**src/rtl/board_mem_arbiter_if.sv**
```systemverilog
// Board RAM arbiter bus bundle.
// Groups the requester handshake signals, the read-return path, the RAM-side
// port and the error flags so the arbiter and its environment share one
// connection object.
//   master : requester/RAM environment (drives req/we/addr/wdata/lock,
//            err_clr and the RAM read data)
//   slave  : the arbiter (drives gnt/rvalid/rdata, mem_* and err)
interface board_mem_arbiter_if #(
    parameter int unsigned NREQ = 3,
    parameter int unsigned AW   = 10,
    parameter int unsigned DW   = 3
);
    // Requester side
    logic [NREQ-1:0]    req;
    logic [NREQ-1:0]    we;
    logic [NREQ*AW-1:0] addr;
    logic [NREQ*DW-1:0] wdata;
    logic [NREQ-1:0]    lock;
    logic [NREQ-1:0]    gnt;
    logic [NREQ-1:0]    rvalid;
    logic [DW-1:0]      rdata;

    // RAM side
    logic               mem_en;
    logic               mem_we;
    logic [AW-1:0]      mem_addr;
    logic [DW-1:0]      mem_wdata;
    logic [DW-1:0]      mem_rdata;

    // Error reporting
    logic [1:0]         err;
    logic               err_clr;

    modport master (
        output req, we, addr, wdata, lock, err_clr, mem_rdata,
        input  gnt, rvalid, rdata, mem_en, mem_we, mem_addr, mem_wdata, err
    );

    modport slave (
        input  req, we, addr, wdata, lock, err_clr, mem_rdata,
        output gnt, rvalid, rdata, mem_en, mem_we, mem_addr, mem_wdata, err
    );
endinterface

```
**src/rtl/board_mem_arbiter.sv**
```systemverilog
// Board RAM arbiter.
// Shares one single-port 26x26 board RAM (3-bit colour per cell) between the
// VGA scan reader (0), the game logic (1) and the board generator (2).
// Round-robin grant, per-requester read return, an atomic lock for
// read-modify-write sequences with a forced-release timeout, and sticky
// error flags.
//
// Ports:
//   CLOCK    system clock, rising edge
//   RESET_N  asynchronous active-low reset
//   bus      board_mem_arbiter_if.slave:
//              req/we/addr/wdata/lock in, gnt out (combinational, one-hot)
//              rvalid/rdata out (one cycle after a read grant)
//              mem_en/mem_we/mem_addr/mem_wdata out, mem_rdata in (1-cycle RAM)
//              err out ([0] address out of range, [1] lock timeout), err_clr in
//
// Build option:
//   ARB_VGA_PRIORITY_EN  requester 0 wins every cycle it requests (even over a
//                        lock owner); its grants leave the rr pointer alone and
//                        its writes are downgraded to reads with err[0] set.
module board_mem_arbiter #(
    parameter int unsigned NREQ     = 3,
    parameter int unsigned AW       = 10,
    parameter int unsigned DW       = 3,
    parameter int unsigned DEPTH    = 676,
    parameter int unsigned MAX_LOCK = 32
) (
    input  logic                 CLOCK,
    input  logic                 RESET_N,
    board_mem_arbiter_if.slave   bus
);

    localparam int unsigned IW  = (NREQ > 1) ? $clog2(NREQ) : 1;
    localparam int unsigned IW1 = IW + 1;
    localparam int unsigned CW  = $clog2(MAX_LOCK + 1);

    typedef enum logic {
        ST_IDLE   = 1'b0,
        ST_LOCKED = 1'b1
    } state_t;

    // Registered state
    state_t             state;
    logic [IW-1:0]      rr;
    logic [IW-1:0]      owner;
    logic [CW-1:0]      lock_cnt;
    logic               active;
    logic [NREQ-1:0]    rvalid_q;
    logic               rd_oor_q;
    logic [1:0]         err_q;

    // Grant path
    logic               gnt_any_c;
    logic [IW-1:0]      gnt_idx_c;
    logic [NREQ-1:0]    gnt_vec_c;
    logic [IW1-1:0]     rr_sum_c;

    // Granted requester's request fields
    logic               sel_we_c;
    logic               sel_lock_c;
    logic [AW-1:0]      sel_addr_c;
    logic [DW-1:0]      sel_wdata_c;
    logic               in_range_c;
    logic               we_eff_c;
    logic               bad_wr_c;
    logic               new_oor_c;

    // Lock control
    logic               owner_gnt_c;
    logic               rel_norm_c;
    logic               timeout_c;
    logic               release_c;

    // Priority option hooks
    logic               vga_win_c;
    logic               vga_gnt_c;
    logic               owner_vga_c;

    // Successor of a requester index, wrapping modulo NREQ.
    function automatic logic [IW-1:0] next_idx(input logic [IW-1:0] idx);
        return (idx == IW'(NREQ - 1)) ? '0 : idx + IW'(1);
    endfunction

`ifdef ARB_VGA_PRIORITY_EN
    assign vga_win_c   = active && bus.req[0];
    assign vga_gnt_c   = gnt_any_c && (gnt_idx_c == '0);
    assign owner_vga_c = (owner == '0);
`else
    assign vga_win_c   = 1'b0;
    assign vga_gnt_c   = 1'b0;
    assign owner_vga_c = 1'b0;
`endif

    // Grant selection: VGA override, then lock owner, else round-robin from rr.
    always_comb begin
        gnt_any_c = 1'b0;
        gnt_idx_c = rr;
        rr_sum_c  = '0;
        if (vga_win_c) begin
            gnt_any_c = 1'b1;
            gnt_idx_c = '0;
        end else if (active) begin
            if (state == ST_LOCKED) begin
                if (bus.req[owner]) begin
                    gnt_any_c = 1'b1;
                    gnt_idx_c = owner;
                end
            end else begin
                for (int unsigned k = 0; k < NREQ; k++) begin
                    rr_sum_c = {1'b0, rr} + IW1'(k);
                    if (rr_sum_c >= IW1'(NREQ)) begin
                        rr_sum_c = rr_sum_c - IW1'(NREQ);
                    end
                    if (!gnt_any_c && bus.req[IW'(rr_sum_c)]) begin
                        gnt_any_c = 1'b1;
                        gnt_idx_c = IW'(rr_sum_c);
                    end
                end
            end
        end
    end

    // Decode the granted request and drive the RAM port.
    always_comb begin
        sel_we_c    = bus.we[gnt_idx_c];
        sel_lock_c  = bus.lock[gnt_idx_c];
        sel_addr_c  = bus.addr[gnt_idx_c*AW +: AW];
        sel_wdata_c = bus.wdata[gnt_idx_c*DW +: DW];
        in_range_c  = 32'(sel_addr_c) < DEPTH;
        // A VGA write (priority build only) is downgraded to a read.
        we_eff_c    = sel_we_c && !vga_gnt_c;
        bad_wr_c    = sel_we_c && vga_gnt_c;
        new_oor_c   = gnt_any_c && (!in_range_c || bad_wr_c);
        gnt_vec_c   = gnt_any_c ? (NREQ'(1) << gnt_idx_c) : '0;
    end

    assign bus.gnt       = gnt_vec_c;
    assign bus.mem_en    = gnt_any_c && in_range_c;
    assign bus.mem_we    = gnt_any_c && in_range_c && we_eff_c;
    assign bus.mem_addr  = gnt_any_c ? sel_addr_c  : '0;
    assign bus.mem_wdata = gnt_any_c ? sel_wdata_c : '0;

    // Read return: RAM data lands one cycle after the grant; out-of-range
    // reads never touched the RAM, so they return zero.
    assign bus.rvalid = rvalid_q;
    assign bus.rdata  = (|rvalid_q && !rd_oor_q) ? bus.mem_rdata : '0;
    assign bus.err    = err_q;

    // Lock release: owner finishes with lock dropped, walks away, or times out.
    always_comb begin
        owner_gnt_c = gnt_any_c && (gnt_idx_c == owner);
        rel_norm_c  = (owner_gnt_c && !bus.lock[owner]) ||
                      (!bus.req[owner] && !bus.lock[owner]);
        timeout_c   = (state == ST_LOCKED) && !rel_norm_c &&
                      (lock_cnt == CW'(MAX_LOCK - 1));
        release_c   = (state == ST_LOCKED) && (rel_norm_c || timeout_c);
    end

    // State, pointer, lock counter, read-return and error registers.
    always_ff @(posedge CLOCK or negedge RESET_N) begin
        if (!RESET_N) begin
            state    <= ST_IDLE;
            rr       <= '0;
            owner    <= '0;
            lock_cnt <= '0;
            active   <= 1'b0;
            rvalid_q <= '0;
            rd_oor_q <= 1'b0;
            err_q    <= '0;
        end else begin
            // Grants open one edge after reset release.
            active   <= 1'b1;
            rvalid_q <= (gnt_any_c && !we_eff_c) ? gnt_vec_c : '0;
            rd_oor_q <= gnt_any_c && !in_range_c;
            // A new error outranks a simultaneous clear.
            err_q    <= (err_q & ~{2{bus.err_clr}}) | {timeout_c, new_oor_c};

            case (state)
                ST_IDLE: begin
                    if (gnt_any_c) begin
                        if (sel_lock_c) begin
                            state    <= ST_LOCKED;
                            owner    <= gnt_idx_c;
                            lock_cnt <= '0;
                        end
                        if (!vga_gnt_c) begin
                            rr <= next_idx(gnt_idx_c);
                        end
                    end
                end
                ST_LOCKED: begin
                    if (release_c) begin
                        state    <= ST_IDLE;
                        lock_cnt <= '0;
                        if (!owner_vga_c) begin
                            rr <= next_idx(owner);
                        end
                    end else begin
                        lock_cnt <= lock_cnt + CW'(1);
                    end
                end
                default: begin
                    state <= ST_IDLE;
                end
            endcase
        end
    end

endmodule

```
**src/flat_wrapper.sv**
```systemverilog
// flat-port wrapper written by rule: the top's interface ports become plain ports
module board_mem_arbiter_flat 
#(
    parameter int unsigned NREQ     = 3,
    parameter int unsigned AW       = 10,
    parameter int unsigned DW       = 3,
    parameter int unsigned DEPTH    = 676,
    parameter int unsigned MAX_LOCK = 32
)
  (CLOCK, RESET_N, bus_req, bus_we, bus_addr, bus_wdata, bus_lock, bus_err_clr, bus_mem_rdata, bus_gnt, bus_rvalid, bus_rdata, bus_mem_en, bus_mem_we, bus_mem_addr, bus_mem_wdata, bus_err);
  board_mem_arbiter_if #(.NREQ(NREQ), .AW(AW), .DW(DW)) bus_i ();
  input  logic CLOCK;
  input  logic RESET_N;
  input wire logic [$bits(bus_i.req)-1:0] bus_req;
  input wire logic [$bits(bus_i.we)-1:0] bus_we;
  input wire logic [$bits(bus_i.addr)-1:0] bus_addr;
  input wire logic [$bits(bus_i.wdata)-1:0] bus_wdata;
  input wire logic [$bits(bus_i.lock)-1:0] bus_lock;
  input wire logic [$bits(bus_i.err_clr)-1:0] bus_err_clr;
  input wire logic [$bits(bus_i.mem_rdata)-1:0] bus_mem_rdata;
  output wire logic [$bits(bus_i.gnt)-1:0] bus_gnt;
  output wire logic [$bits(bus_i.rvalid)-1:0] bus_rvalid;
  output wire logic [$bits(bus_i.rdata)-1:0] bus_rdata;
  output wire logic [$bits(bus_i.mem_en)-1:0] bus_mem_en;
  output wire logic [$bits(bus_i.mem_we)-1:0] bus_mem_we;
  output wire logic [$bits(bus_i.mem_addr)-1:0] bus_mem_addr;
  output wire logic [$bits(bus_i.mem_wdata)-1:0] bus_mem_wdata;
  output wire logic [$bits(bus_i.err)-1:0] bus_err;
  assign bus_i.req = bus_req;
  assign bus_i.we = bus_we;
  assign bus_i.addr = bus_addr;
  assign bus_i.wdata = bus_wdata;
  assign bus_i.lock = bus_lock;
  assign bus_i.err_clr = bus_err_clr;
  assign bus_i.mem_rdata = bus_mem_rdata;
  assign bus_gnt = bus_i.gnt;
  assign bus_rvalid = bus_i.rvalid;
  assign bus_rdata = bus_i.rdata;
  assign bus_mem_en = bus_i.mem_en;
  assign bus_mem_we = bus_i.mem_we;
  assign bus_mem_addr = bus_i.mem_addr;
  assign bus_mem_wdata = bus_i.mem_wdata;
  assign bus_err = bus_i.err;
  board_mem_arbiter #(.NREQ(NREQ), .AW(AW), .DW(DW), .DEPTH(DEPTH), .MAX_LOCK(MAX_LOCK)) u_core (.CLOCK(CLOCK), .RESET_N(RESET_N), .bus(bus_i));
endmodule
```
**config.mk**
```make
export PLATFORM = sky130hd
export DESIGN_NAME = board_mem_arbiter_flat
export DESIGN_NICKNAME = d
export VERILOG_FILES = /design/src/rtl/board_mem_arbiter_if.sv /design/src/rtl/board_mem_arbiter.sv /design/src/flat_wrapper.sv
export SDC_FILE = /design/constraint.sdc
export NUM_CORES = 1
export LEC_CHECK = 0
export ABC_AREA = 1
export CAP_MARGIN = 5
export CORE_AREA = 2 2 62 76
export CTS_BUF_LIST = sky130_fd_sc_hd__clkbuf_16
export CTS_CLUSTER_SIZE = 40
export DETAILED_ROUTE_END_ITERATION = 6
export DIE_AREA = 0 0 64 78
export PLACE_DENSITY = 0.86
export SLEW_MARGIN = 15
export SYNTH_ARGS = -nofsm -noshare
export SYNTH_HDL_FRONTEND = slang
export SYNTH_SLANG_ARGS = --single-unit
```
**constraint.sdc**
```tcl
create_clock -name CLOCK -period 4.3 [get_ports CLOCK]
set_clock_uncertainty 0.1 [all_clocks]
set_input_delay 0.86 -clock CLOCK [delete_from_list [all_inputs] [get_ports CLOCK]]
set_output_delay 0.86 -clock CLOCK [all_outputs]
set_load 0.02 [all_outputs]
```
==> results.yml <==
clock_network:
  clk_pin_slew_ps: 50
  numCtsBuffers: 3
  cts_hold_buf: 0
  htreeDepth: 1
  cts.sinks: 18
  cts_buffer_depth: 2
  clk_latency_ps: 250
  cts_tree: "yes"
  root_buffer: "clkbuf_16"
synthesis:
  synth_cell_types: 42
  ys_top_cells_by_area: "dfrtp_1, nand2_1, inv_1"
  yosysMostFrequentCell: "nand2_1"
  yosys.area.top_type_share: 0.226
  synth_common_cells: "nand2_1, inv_1, nor2_1, nand3_1, dfrtp_1"
  ys_ff_latch: 18
  synthesis.area_sq_um: 1990
  syn_inst: 308
  synth_edf_count: 0
  yosys_warnings: 0
  async_reset_ff_frac: 1.00
  synth_flop_cell: "dfrtp_1"
  synth_fp_nets: 365
  synth.avg_cell_area_sq_um: 6.48
  yosys.area.top_type: "dfrtp_1"
  seq_area_frac_synth: 0.226
sta:
  finalSetupViolations: 0
  fin_ws_ps: 88.6
  fmax_mhz: 237
  relSlewSlack: 0.472
  period_share: 0.979
  period_needed_ps: 4210
  worst_slew_pin_slew_ps: 790
  report.final.slew_viol_count: 0
  hold_viol_final: 0
pwr:
  vdd_drop_max_mv: 0.558
  p_leak_nw: 1.71
  cellPowerDensity_nw_per_um2: 859
placement:
  portBuffers: 79
  dpl_cell_area_sq_um: 3100
  dp_hpwl_mm: 4.85
  place.gp.congestion: 0.905
  dp_slack_ps: -357
finish:
  fin_area_sq_um: 3260
  antenna_cells: 0
  fillCellCount: 305
  drive_gt1_frac: 0.235
  fin_util: 0.777
  area_delta_synth_final_pct: 63.5
  fin_nets: 484
route:
  drt-initial-drc-count: 197
  routed_wl_mm: 6.10
  postRouteAntennaNets: 0
  viasPerCell: 5.01
  routedWlPerCell_um: 12.7
  first_pass_iters: 4
  drc: 0
  vias: 2416
worst_setup_path:
  critPathKind: "input port to primary output"
  cp.required_ps: 3340
  start_kind: "input port"
  cp_max_fo: 8
  end_kind: "primary output"
  crit_arrival_ps: 3250
die:
  dieArea_sq_um: 4990
  pin_count: 80
  core_area_sq_um: 4200
  die_w_um: 64
  initial_core_util: 0.475
  rows: 26
  die_height_um: 78
grt:
  grt_start_max_net_pins: 19
  grt_pass1_vias: 2409
  overflow: 0
  antenna_found_initial: 0
  grt_pass1_wl_mm: 10.6
  track_usage: 0.258
job:
  maxCapViolCount: 0
run_status:
  status: "finished clean"
hold_path:
  hp-class: "flip-flop to flip-flop"
[per-stage QoR]
step | hold WS [ps] | power, W | setup TNS, ps | cells
finish | 388 | 0.00280 | 0 | 482
global route | 436 | 0.00303 | -30.1 | 482
CTS | 397 | 0.00273 | 0 | 480
detailed placement | 387 | 0.00254 | -2930 | 472
global placement | 371 | 0.00250 | -1900 | 472
floorplan | 374 | 0.00163 | 0 | 308
[final timing paths]
| path | start | to | slack (ps) | cells after the start |
|---|---|---|---|---|
| min in group asynchronous | RESET_N | u_core.active$_DFF_PN0_ | 970 | 1 |
| max in group asynchronous | RESET_N | u_core.rd_oor_q$_DFF_PN0_ | 2630 | 1 |
| max reg2reg | u_core.rr[0]$_DFFE_PN0P_ | u_core.lock_cnt[1]$_DFFE_PN0P_ | 1230 | 19 |
| min | u_core.bus.err[1]$_DFF_PN0_ | u_core.bus.err[1]$_DFF_PN0_ | 390 | 2 |
| min reg2reg | u_core.bus.err[1]$_DFF_PN0_ | u_core.bus.err[1]$_DFF_PN0_ | 390 | 2 |
| max | bus_req[2] | bus_gnt[1] | 90 | 13 |
[report_power, final]
part	internal [W]	switching, W
Sequential	0.000220	0.0000626
Clock	0.000124	0.0000611
Combinational	0.00100	0.00133
Total	0.00135	0.00145
[layout by cell type, fill, tap and decap left out, types with 2 or more instances in the layout]
cell type,netlist,routed
inv_2,7,8
nor2_1,25,25
nand2_2,7,8
clkinv_1,1,2
nand2_4,6,4
dlygate4sd2_1,0,15
nand2_1,94,93
xor2_1,5,5
nor3_1,7,6
nand4_1,2,2
nand2_8,0,2
buf_12,0,2
a31oi_1,6,6
a21oi_4,2,3
nor2_4,1,3
dfrtp_1,18,18
nand3b_1,4,4
a21oi_1,3,3
o21ai_0,5,5
dlymetal6s2s_1,0,3
o21ai_1,11,10
a21oi_2,3,2
clkdlybuf4s50_1,0,59
clkbuf_16,0,3
o21ai_2,3,4
ha_1,3,3
inv_1,39,38
nand3_2,9,9
nand3_1,24,24
buf_4,0,40
[logic make-up (layout without fill, tap and decap cells)]
kind of cell    Yosys count  count (layout)  synth area share
compound gates           39              39             0.142
xor+xnor                  6               6            0.0263
fa+ha+maj                 3               3            0.0188
buf+inv                  54             172             0.111
flops                    18              18             0.226
other cells               1               1           0.00188
simple gates            187             187             0.474
[flip-flops by register name, summed over array words and instances, names as in the netlist]
register           cells
u_core.state           1
u_core.owner           2
u_core.rr              2
u_core.lock_cnt        6
u_core.bus.err         2
u_core.active          1
u_core.rd_oor_q        1
u_core.bus.rvalid      3
[critical path: stages]
cell,delay (ps)
dlygate4sd2_1,280
buf_4,150
nand3_2,80
nand2_1,110
nor2_4,180
a21oi_4,80
a21oi_4,240
a21boi_4,140
buf_4,170
nor2_4,170
inv_2,50
nor2_1,90
clkdlybuf4s50_1,640
[timing repair]
action | CTS | global route
endpoints found under the setup margin | 18 | 9
resized for setup | 24 | 12
endpoints found under the hold margin | 0 | 0
setup buffers | 4 | 2
pin swaps | 3 | 3
[area by class of cell]
cell class | instances | area (sq um) | share of cell area
repair buffers | 120 | 1100 | 0.339
clock inverters | 1 | 3.75 | 0.00115
inverters | 48 | 181 | 0.0556
well taps | 56 | 70.1 | 0.0215
multi-input cells | 236 | 1380 | 0.422
clock buffers | 3 | 75.1 | 0.0230
flip-flops and latches | 18 | 450 | 0.138
[per-layer routing]
metal | wire length (um) | share of wire | GRT usage | up-vias
met4 | 104 | 0.017 | 0.0848 | 0
met2 | 3140 | 0.51 | 0.459 | 101
met3 | 378 | 0.062 | 0.0391 | 14
li1 | - | - | - | 1218
met1 | 2480 | 0.41 | 0.313 | 1083
met5 | 0 | 0 | 0 | -
Note: power is estimated with default switching activity, not from simulation.
